<file path="src/rtl/genius_sequence_engine.sv">
// ---------------------------------------------------------------------------
// genius_sequence_engine
//
// Purpose:
//   Memory-game sequencer. Each round R it shows the first R+1 words of an
//   external sequence ROM on the LEDs, then checks R+1 one-hot key presses
//   against the same words. The game ends in WIN, LOSE (wrong key) or TOUT
//   (no key within the allowed time).
//
// Build option:
//   GENIUS_TIMEOUT_EN - when defined, a per-play timer sends the game to TOUT
//                       after TIMEOUT_CYCLES idle cycles in WAIT_PLAY. When
//                       undefined there is no timer, WAIT_PLAY waits forever
//                       and `timeout` stays 0.
//
// Ports:
//   clock      in   system clock
//   reset      in   asynchronous reset, active low
//   iniciar    in   start/restart request (level, sampled each clock)
//   sel_nivel  in   1 = hard (MAX_ROUNDS rounds), 0 = easy (MAX_ROUNDS/2)
//   keys       in   player keys, synchronised, one-hot expected
//   mem_data   in   ROM word at mem_addr (combinational)
//   mem_addr   out  ROM address (registered)
//   leds       out  player LEDs
//   pronto     out  game over
//   acertou    out  game won
//   errou      out  game lost (wrong key or timeout)
//   timeout    out  loss caused by timeout
//   db_rodada  out  current round index R
//   db_estado  out  state code
// ---------------------------------------------------------------------------
module genius_sequence_engine #(
    parameter int N_KEYS         = 4,
    parameter int MAX_ROUNDS     = 16,
    parameter int SHOW_CYCLES    = 500,
    parameter int GAP_CYCLES     = 250,
    parameter int TIMEOUT_CYCLES = 3000
) (
    input  logic                          clock,
    input  logic                          reset,
    input  logic                          iniciar,
    input  logic                          sel_nivel,
    input  logic [N_KEYS-1:0]             keys,
    input  logic [N_KEYS-1:0]             mem_data,
    output logic [$clog2(MAX_ROUNDS)-1:0] mem_addr,
    output logic [N_KEYS-1:0]             leds,
    output logic                          pronto,
    output logic                          acertou,
    output logic                          errou,
    output logic                          timeout,
    output logic [$clog2(MAX_ROUNDS)-1:0] db_rodada,
    output logic [3:0]                    db_estado
);

    localparam int AW        = $clog2(MAX_ROUNDS);
    localparam int PHASE_MAX = (SHOW_CYCLES > GAP_CYCLES) ? SHOW_CYCLES : GAP_CYCLES;
    localparam int PW        = $clog2(PHASE_MAX + 1);

    localparam logic [PW-1:0] SHOW_END  = PW'(SHOW_CYCLES - 1);
    localparam logic [PW-1:0] GAP_END   = PW'(GAP_CYCLES - 1);
    localparam logic [AW-1:0] LAST_HARD = AW'(MAX_ROUNDS - 1);
    localparam logic [AW-1:0] LAST_EASY = AW'(MAX_ROUNDS / 2 - 1);

    typedef enum logic [3:0] {
        S_IDLE       = 4'd0,
        S_PREP       = 4'd1,
        S_SHOW_ON    = 4'd2,
        S_SHOW_OFF   = 4'd3,
        S_WAIT_PLAY  = 4'd4,
        S_COMPARE    = 4'd5,
        S_NEXT_ROUND = 4'd6,
        S_WIN        = 4'd7,
        S_LOSE       = 4'd8,
        S_TOUT       = 4'd9
    } state_t;

    state_t              r_state;
    state_t              w_next;
    logic [AW-1:0]       r_round;
    logic [AW-1:0]       r_addr;
    logic [AW-1:0]       r_last;
    logic [PW-1:0]       r_phase;
    logic                r_any_q;
    logic [N_KEYS-1:0]   r_play_q;

    logic                w_any;
    logic                w_play;
    logic                w_phase_done;
    logic                w_match;
    logic                w_tout;

    // A play is the rising edge of "any key down"; holding a key cannot
    // produce a second event because r_any_q stays high.
    assign w_any   = |keys;
    assign w_play  = w_any & ~r_any_q;
    assign w_match = (r_play_q == mem_data);

    assign w_phase_done = ((r_state == S_SHOW_ON)  && (r_phase == SHOW_END)) ||
                          ((r_state == S_SHOW_OFF) && (r_phase == GAP_END));

`ifdef GENIUS_TIMEOUT_EN
    localparam int            TW       = $clog2(TIMEOUT_CYCLES + 1);
    localparam logic [TW-1:0] TOUT_END = TW'(TIMEOUT_CYCLES - 1);

    logic [TW-1:0] r_tmo;

    // Held at zero outside WAIT_PLAY, so every entry into WAIT_PLAY
    // (after a show or after an accepted play) starts a fresh window.
    always_ff @(posedge clock or negedge reset) begin
        if (!reset) begin
            r_tmo <= '0;
        end else if (r_state != S_WAIT_PLAY) begin
            r_tmo <= '0;
        end else begin
            r_tmo <= r_tmo + 1'b1;
        end
    end

    assign w_tout = (r_state == S_WAIT_PLAY) && (r_tmo == TOUT_END);
`else
    // Always 0; the comparison only keeps TIMEOUT_CYCLES referenced here.
    assign w_tout = (TIMEOUT_CYCLES < 0);
`endif

    // State register
    always_ff @(posedge clock or negedge reset) begin
        if (!reset) begin
            r_state <= S_IDLE;
        end else begin
            r_state <= w_next;
        end
    end

    // Next-state logic
    always_comb begin
        w_next = r_state;
        case (r_state)
            S_IDLE: begin
                if (iniciar) w_next = S_PREP;
            end
            S_PREP: begin
                w_next = S_SHOW_ON;
            end
            S_SHOW_ON: begin
                if (w_phase_done) w_next = S_SHOW_OFF;
            end
            S_SHOW_OFF: begin
                if (w_phase_done) begin
                    w_next = (r_addr == r_round) ? S_WAIT_PLAY : S_SHOW_ON;
                end
            end
            S_WAIT_PLAY: begin
                // A play on the last timer cycle still counts.
                if (w_play) begin
                    w_next = S_COMPARE;
                end else if (w_tout) begin
                    w_next = S_TOUT;
                end
            end
            S_COMPARE: begin
                // Multi-hot presses can never equal a one-hot ROM word.
                if (!w_match) begin
                    w_next = S_LOSE;
                end else if (r_addr < r_round) begin
                    w_next = S_WAIT_PLAY;
                end else if (r_round == r_last) begin
                    w_next = S_WIN;
                end else begin
                    w_next = S_NEXT_ROUND;
                end
            end
            S_NEXT_ROUND: begin
                w_next = S_SHOW_ON;
            end
            S_WIN, S_LOSE, S_TOUT: begin
                if (iniciar) w_next = S_PREP;
            end
            default: begin
                w_next = S_IDLE;
            end
        endcase
    end

    // Round, address and difficulty registers. The LAST check in COMPARE
    // happens before any increment, so neither R nor mem_addr wraps.
    always_ff @(posedge clock or negedge reset) begin
        if (!reset) begin
            r_round <= '0;
            r_addr  <= '0;
            r_last  <= '0;
        end else begin
            case (r_state)
                S_PREP: begin
                    r_round <= '0;
                    r_addr  <= '0;
                    r_last  <= sel_nivel ? LAST_HARD : LAST_EASY;
                end
                S_SHOW_OFF: begin
                    if (w_phase_done) begin
                        r_addr <= (r_addr == r_round) ? '0 : r_addr + 1'b1;
                    end
                end
                S_COMPARE: begin
                    if (w_match && (r_addr < r_round)) begin
                        r_addr <= r_addr + 1'b1;
                    end
                end
                S_NEXT_ROUND: begin
                    r_round <= r_round + 1'b1;
                    r_addr  <= '0;
                end
                default: begin
                end
            endcase
        end
    end

    // Show/gap duration counter, shared by SHOW_ON and SHOW_OFF.
    always_ff @(posedge clock or negedge reset) begin
        if (!reset) begin
            r_phase <= '0;
        end else if ((r_state == S_SHOW_ON) || (r_state == S_SHOW_OFF)) begin
            r_phase <= w_phase_done ? '0 : r_phase + 1'b1;
        end else begin
            r_phase <= '0;
        end
    end

    // Key edge tracking runs in every state so keys held from outside
    // WAIT_PLAY cannot fire once WAIT_PLAY is entered.
    always_ff @(posedge clock or negedge reset) begin
        if (!reset) begin
            r_any_q  <= 1'b0;
            r_play_q <= '0;
        end else begin
            r_any_q <= w_any;
            if (w_play) r_play_q <= keys;
        end
    end

    // Moore outputs
    always_comb begin
        leds    = '0;
        pronto  = 1'b0;
        acertou = 1'b0;
        errou   = 1'b0;
        timeout = 1'b0;
        case (r_state)
            S_SHOW_ON:   leds = mem_data;
            S_WAIT_PLAY: leds = keys;
            S_WIN: begin
                pronto  = 1'b1;
                acertou = 1'b1;
            end
            S_LOSE: begin
                pronto = 1'b1;
                errou  = 1'b1;
            end
            S_TOUT: begin
                pronto  = 1'b1;
                errou   = 1'b1;
`ifdef GENIUS_TIMEOUT_EN
                timeout = 1'b1;
`endif
            end
            default: begin
            end
        endcase
    end

    assign mem_addr  = r_addr;
    assign db_rodada = r_round;
    assign db_estado = r_state;

endmodule

</file>
<file path="config.mk">
export PLATFORM = sky130hd
export DESIGN_NAME = genius_sequence_engine
export DESIGN_NICKNAME = d
export VERILOG_FILES = /design/src/rtl/genius_sequence_engine.sv
export SDC_FILE = /design/constraint.sdc
export NUM_CORES = 1
export LEC_CHECK = 0
export BUFFER_PORTS_ARGS = -buffer_cell sky130_fd_sc_hd__buf_2
export CAP_MARGIN = 20
export CORE_UTILIZATION = 28
export DETAILED_ROUTE_END_ITERATION = 16
export GPL_TIMING_DRIVEN = 0
export PLACE_DENSITY = 0.43
export SYNTH_ARGS = -nofsm -noshare
export SYNTH_HDL_FRONTEND = slang
export SYNTH_SLANG_ARGS = --single-unit
</file>
<file path="constraint.sdc">
create_clock -name clock -period 2.7 [get_ports clock]
set_input_delay 0.405 -clock clock [delete_from_list [all_inputs] [get_ports clock]]
set_output_delay 0.405 -clock clock [all_outputs]
set_load 0.01 [all_outputs]
</file>
==> flow_summary.ini <==
[setup_path]
arrival_ns = 2.35
critPathRequiredTime_ns = 2.89
cp_cell_sequence = inv_1 -> ha_1 -> nor2b_1 -> o211ai_1 -> a41oi_2 -> or2_4 -> o41ai_2
worstPathBufferInverterCount = 1
worstPathMaxFanout = 7
setup.worst_path.class = flop to flop
critPathLaunchType = flop
slowest_delay_ns = 0.47
endpoint_kind = flop
critical-path-top-delay-family = compound AO/OA/AOI/OAI gates
cpMaxStageDelayCell = sky130_fd_sc_hd__dfrtp_1

[logic_synthesis]
yosys_most_used_dff = sky130_fd_sc_hd__dfrtp_1
synthDistinctLibCells = 47
synthesis.nets = 216
synth.ff_latch_count = 28
yosysWarningCount = 0
async_flop_share_pct = 100
synth_area_sq_um = 1790
post_synthesis_cells = 196
synth-edff-count = 0
syn_area_per_cell_sq_um = 9.15
post_synthesis_sequential_area_ratio_pct = 39.1

[timing]
grt_setup_unrepaired = false
tightest_slew_ns = 0.667
max_freq_ghz = 0.464
finalMaxSlewViolations = 0
timing.slew.headroom_pct = 55.6
timing.final.crit_period_ns = 2.16
final.setup_skew_ns = 0.0140
timing_hold_violations_final = 0
fin_crit_sh_pct = 79.9
holdWs_ns = 0.143
setup_tns_ns = 0
report.final.setup_viol = 0

[pwr]
power.sequential.fraction_pct = 35.7
clockPowerShare_pct = 12.7
internal_power_mw = 1.03
power.leakage_nw = 0.974
netSwitchingFraction_pct = 44.5
power_frac_comb_pct = 51.6
ir_drop_uv = 449
powerDensity_nw_per_um2 = 896
total_switching_power_uw = 829

[global_route]
first_global_vias = 1418
grt_first_pass_wirelength_microns = 7010
gr-total-overflow = 0
pin_count_of_the_biggest_net_entering_global_routing = 29
grt_use_total_pct = 13.9
antenna_found_initial = 0

[route]
wl_microns = 4330
routed_wire_length_per_instance_microns = 14.2
num_vias = 1494
drt.antenna.violating_nets = 0
detail_route.iter0.violations = 57
route.detailed.vias_per_inst = 4.91
post-route-drc-count = 0
drt_pre_antenna_iters = 4

[floorplanning]
design.die.area_sq_um = 6730
floorplan.die.height_microns = 82.1
fp.coreArea_sq_um = 6060
placement_rows = 28
floorplan.die.width_microns = 82.1
start_util_pct = 29.6
io_pins = 32

[clocking]
worstSkewPairLatency_ns = 0.28
cts_tree = done
htree_levels = 1
clk_sink_count = 28
numCtsBuffers = 3
clock_tree.buffer_depth = 2
cts.hold.buffers_added = 0
post_cts_resize_count = 0
post-cts-setup-buffer-count = 0
clockRootBuffer = sky130_fd_sc_hd__clkbuf_8
cts.clk_slew.worst_paths_ns = 0.10

[final_layout]
final_net_count = 251
fill_cells = 674
final_core_utilization_pct = 34.3
drive_above_1_share_pct = 24.0
flow.area_growth_from_synthesis_pct = 15.9
num_antenna_cells = 0

[outcome]
status = finished clean

[placed_design]
gp_routability_congestion = 0.713
dp_hpwl_microns = 3200
numPortBuffers = 30

[worst_hold_path]
hold_class = input port to asynchronous set/reset pin

[flow_run]
maxCapViolations = 0
-- cell usage after synthesis, drive strengths merged (5+ instances only) --
cell	number	area, sq um
a22oi	5	37.5
dfrtp	28	701
xnor2	7	61.3
a21oi	6	30.0
nand4	5	31.3
o21ai	7	35.0
nand2	16	60.1
buf	6	38.8
inv	14	52.6
xor2	6	52.6
nor2	24	90.1
ha	8	100
nand3b	5	37.5
nand3	5	25.0
-- layer usage --
metal | up-vias | track usage (%) | part of all wire (%) | routed length [microns]
met5 | - | 0 | 0 | 0
met4 | 0 | 3.16 | 0.79 | 34
met3 | 2 | 3.22 | 3.4 | 145
met2 | 22 | 22.5 | 46 | 2000
met1 | 708 | 18.6 | 50 | 2150
li1 | 762 | - | - | -
-- power by group through the flow --
stage,logic [mW],clock network [mW],registers [mW]
2_1_floorplan,0.709,0,0.656
3_3_place_gp,0.965,0,0.675
3_5_place_dp,0.962,0,0.677
4_1_cts,0.971,0.251,0.669
5_1_grt,1.10,0.262,0.685
6_report,0.961,0.236,0.665
-- state kept, by name, indices dropped and copies added (netlist names) --
signal	count
db_estado	4
db_rodada	4
mem_addr	4
r_any_q	1
r_last	2
r_phase	9
r_play_q	4
-- placed cells by master (no fill, tap or decap), types with 4 or more instances in the layout --
| cell | netlist | layout |
|---|---|---|
| sky130_fd_sc_hd__mux2_2 | 4 | 4 |
| sky130_fd_sc_hd__nor2_1 | 24 | 24 |
| sky130_fd_sc_hd__inv_1 | 14 | 14 |
| sky130_fd_sc_hd__a22oi_1 | 5 | 5 |
| sky130_fd_sc_hd__buf_2 | 4 | 34 |
| sky130_fd_sc_hd__nand4_1 | 5 | 5 |
| sky130_fd_sc_hd__nand3b_1 | 5 | 5 |
| sky130_fd_sc_hd__ha_1 | 8 | 8 |
| sky130_fd_sc_hd__o31ai_1 | 4 | 4 |
| sky130_fd_sc_hd__dfrtp_1 | 28 | 28 |
| sky130_fd_sc_hd__xnor2_1 | 7 | 7 |
| sky130_fd_sc_hd__xor2_1 | 6 | 6 |
| sky130_fd_sc_hd__and3_1 | 4 | 4 |
| sky130_fd_sc_hd__nand3_1 | 5 | 5 |
| sky130_fd_sc_hd__nand2_1 | 16 | 16 |
| sky130_fd_sc_hd__a21oi_1 | 6 | 6 |
| sky130_fd_sc_hd__nor3_1 | 4 | 4 |
| sky130_fd_sc_hd__o21ai_0 | 7 | 7 |
-- worst paths after layout --
kind	start	slack (ns)	cells past startpoint	end
max in group asynchronous	reset	2.11	1	r_phase[2]
min reg2reg	r_phase[0]	0.49	1	r_phase[0]
min	reset	0.14	1	mem_addr[1]
max	db_rodada[1]	0.54	7	mem_addr[3]
max reg2reg	db_rodada[1]	0.54	7	mem_addr[3]
min in group clock	sel_nivel	0.34	2	r_last[3]
-- metrics by stage --
step           instances  area, sq um  setup slack (ns)  total power [mW]
2_1_floorplan        196         1790             0.711              1.36
3_3_place_gp         301         2040             0.555              1.64
3_5_place_dp         301         2040             0.557              1.64
4_1_cts              304         2080             0.529              1.89
5_1_grt              304         2080             0.402              2.04
6_report             304         2080             0.543              1.86
-- cell type report --
type                            instances  area [sq um]  area share (%)
Buffer                                  8          46.3            2.23
Clock buffer                            3          41.3            1.99
Inverter                               14          52.6            2.53
Multi-Input combinational cell        146           995            47.8
Sequential cell                        28           701            33.7
Tap cell                               75          93.8            4.51
Timing Repair Buffer                   30           150            7.22
-- worst reg2reg max path: cells and delay by family, from the launching register on --
kind,cells,cell delay (ns)
AO/OA/AOI/OAI,3,0.73
flip-flops,1,0.47
AND/OR/NAND/NOR,2,0.45
adder cells (fa/ha/maj),1,0.29
buffers and inverters,1,0.10
-- cells by family (layout without fill, tap and decap cells) --
group	count (synthesis)	in the layout	synth area share (%)
simple gates	82	82	24.6
flops	28	28	39.1
fa+ha+maj	8	8	5.58
other cells	1	1	0.209
xor+xnor	13	13	6.35
compound gates	38	38	16.2
buf+inv	22	55	5.51
mux	4	4	2.51
Power figures use the tool's default switching activity.
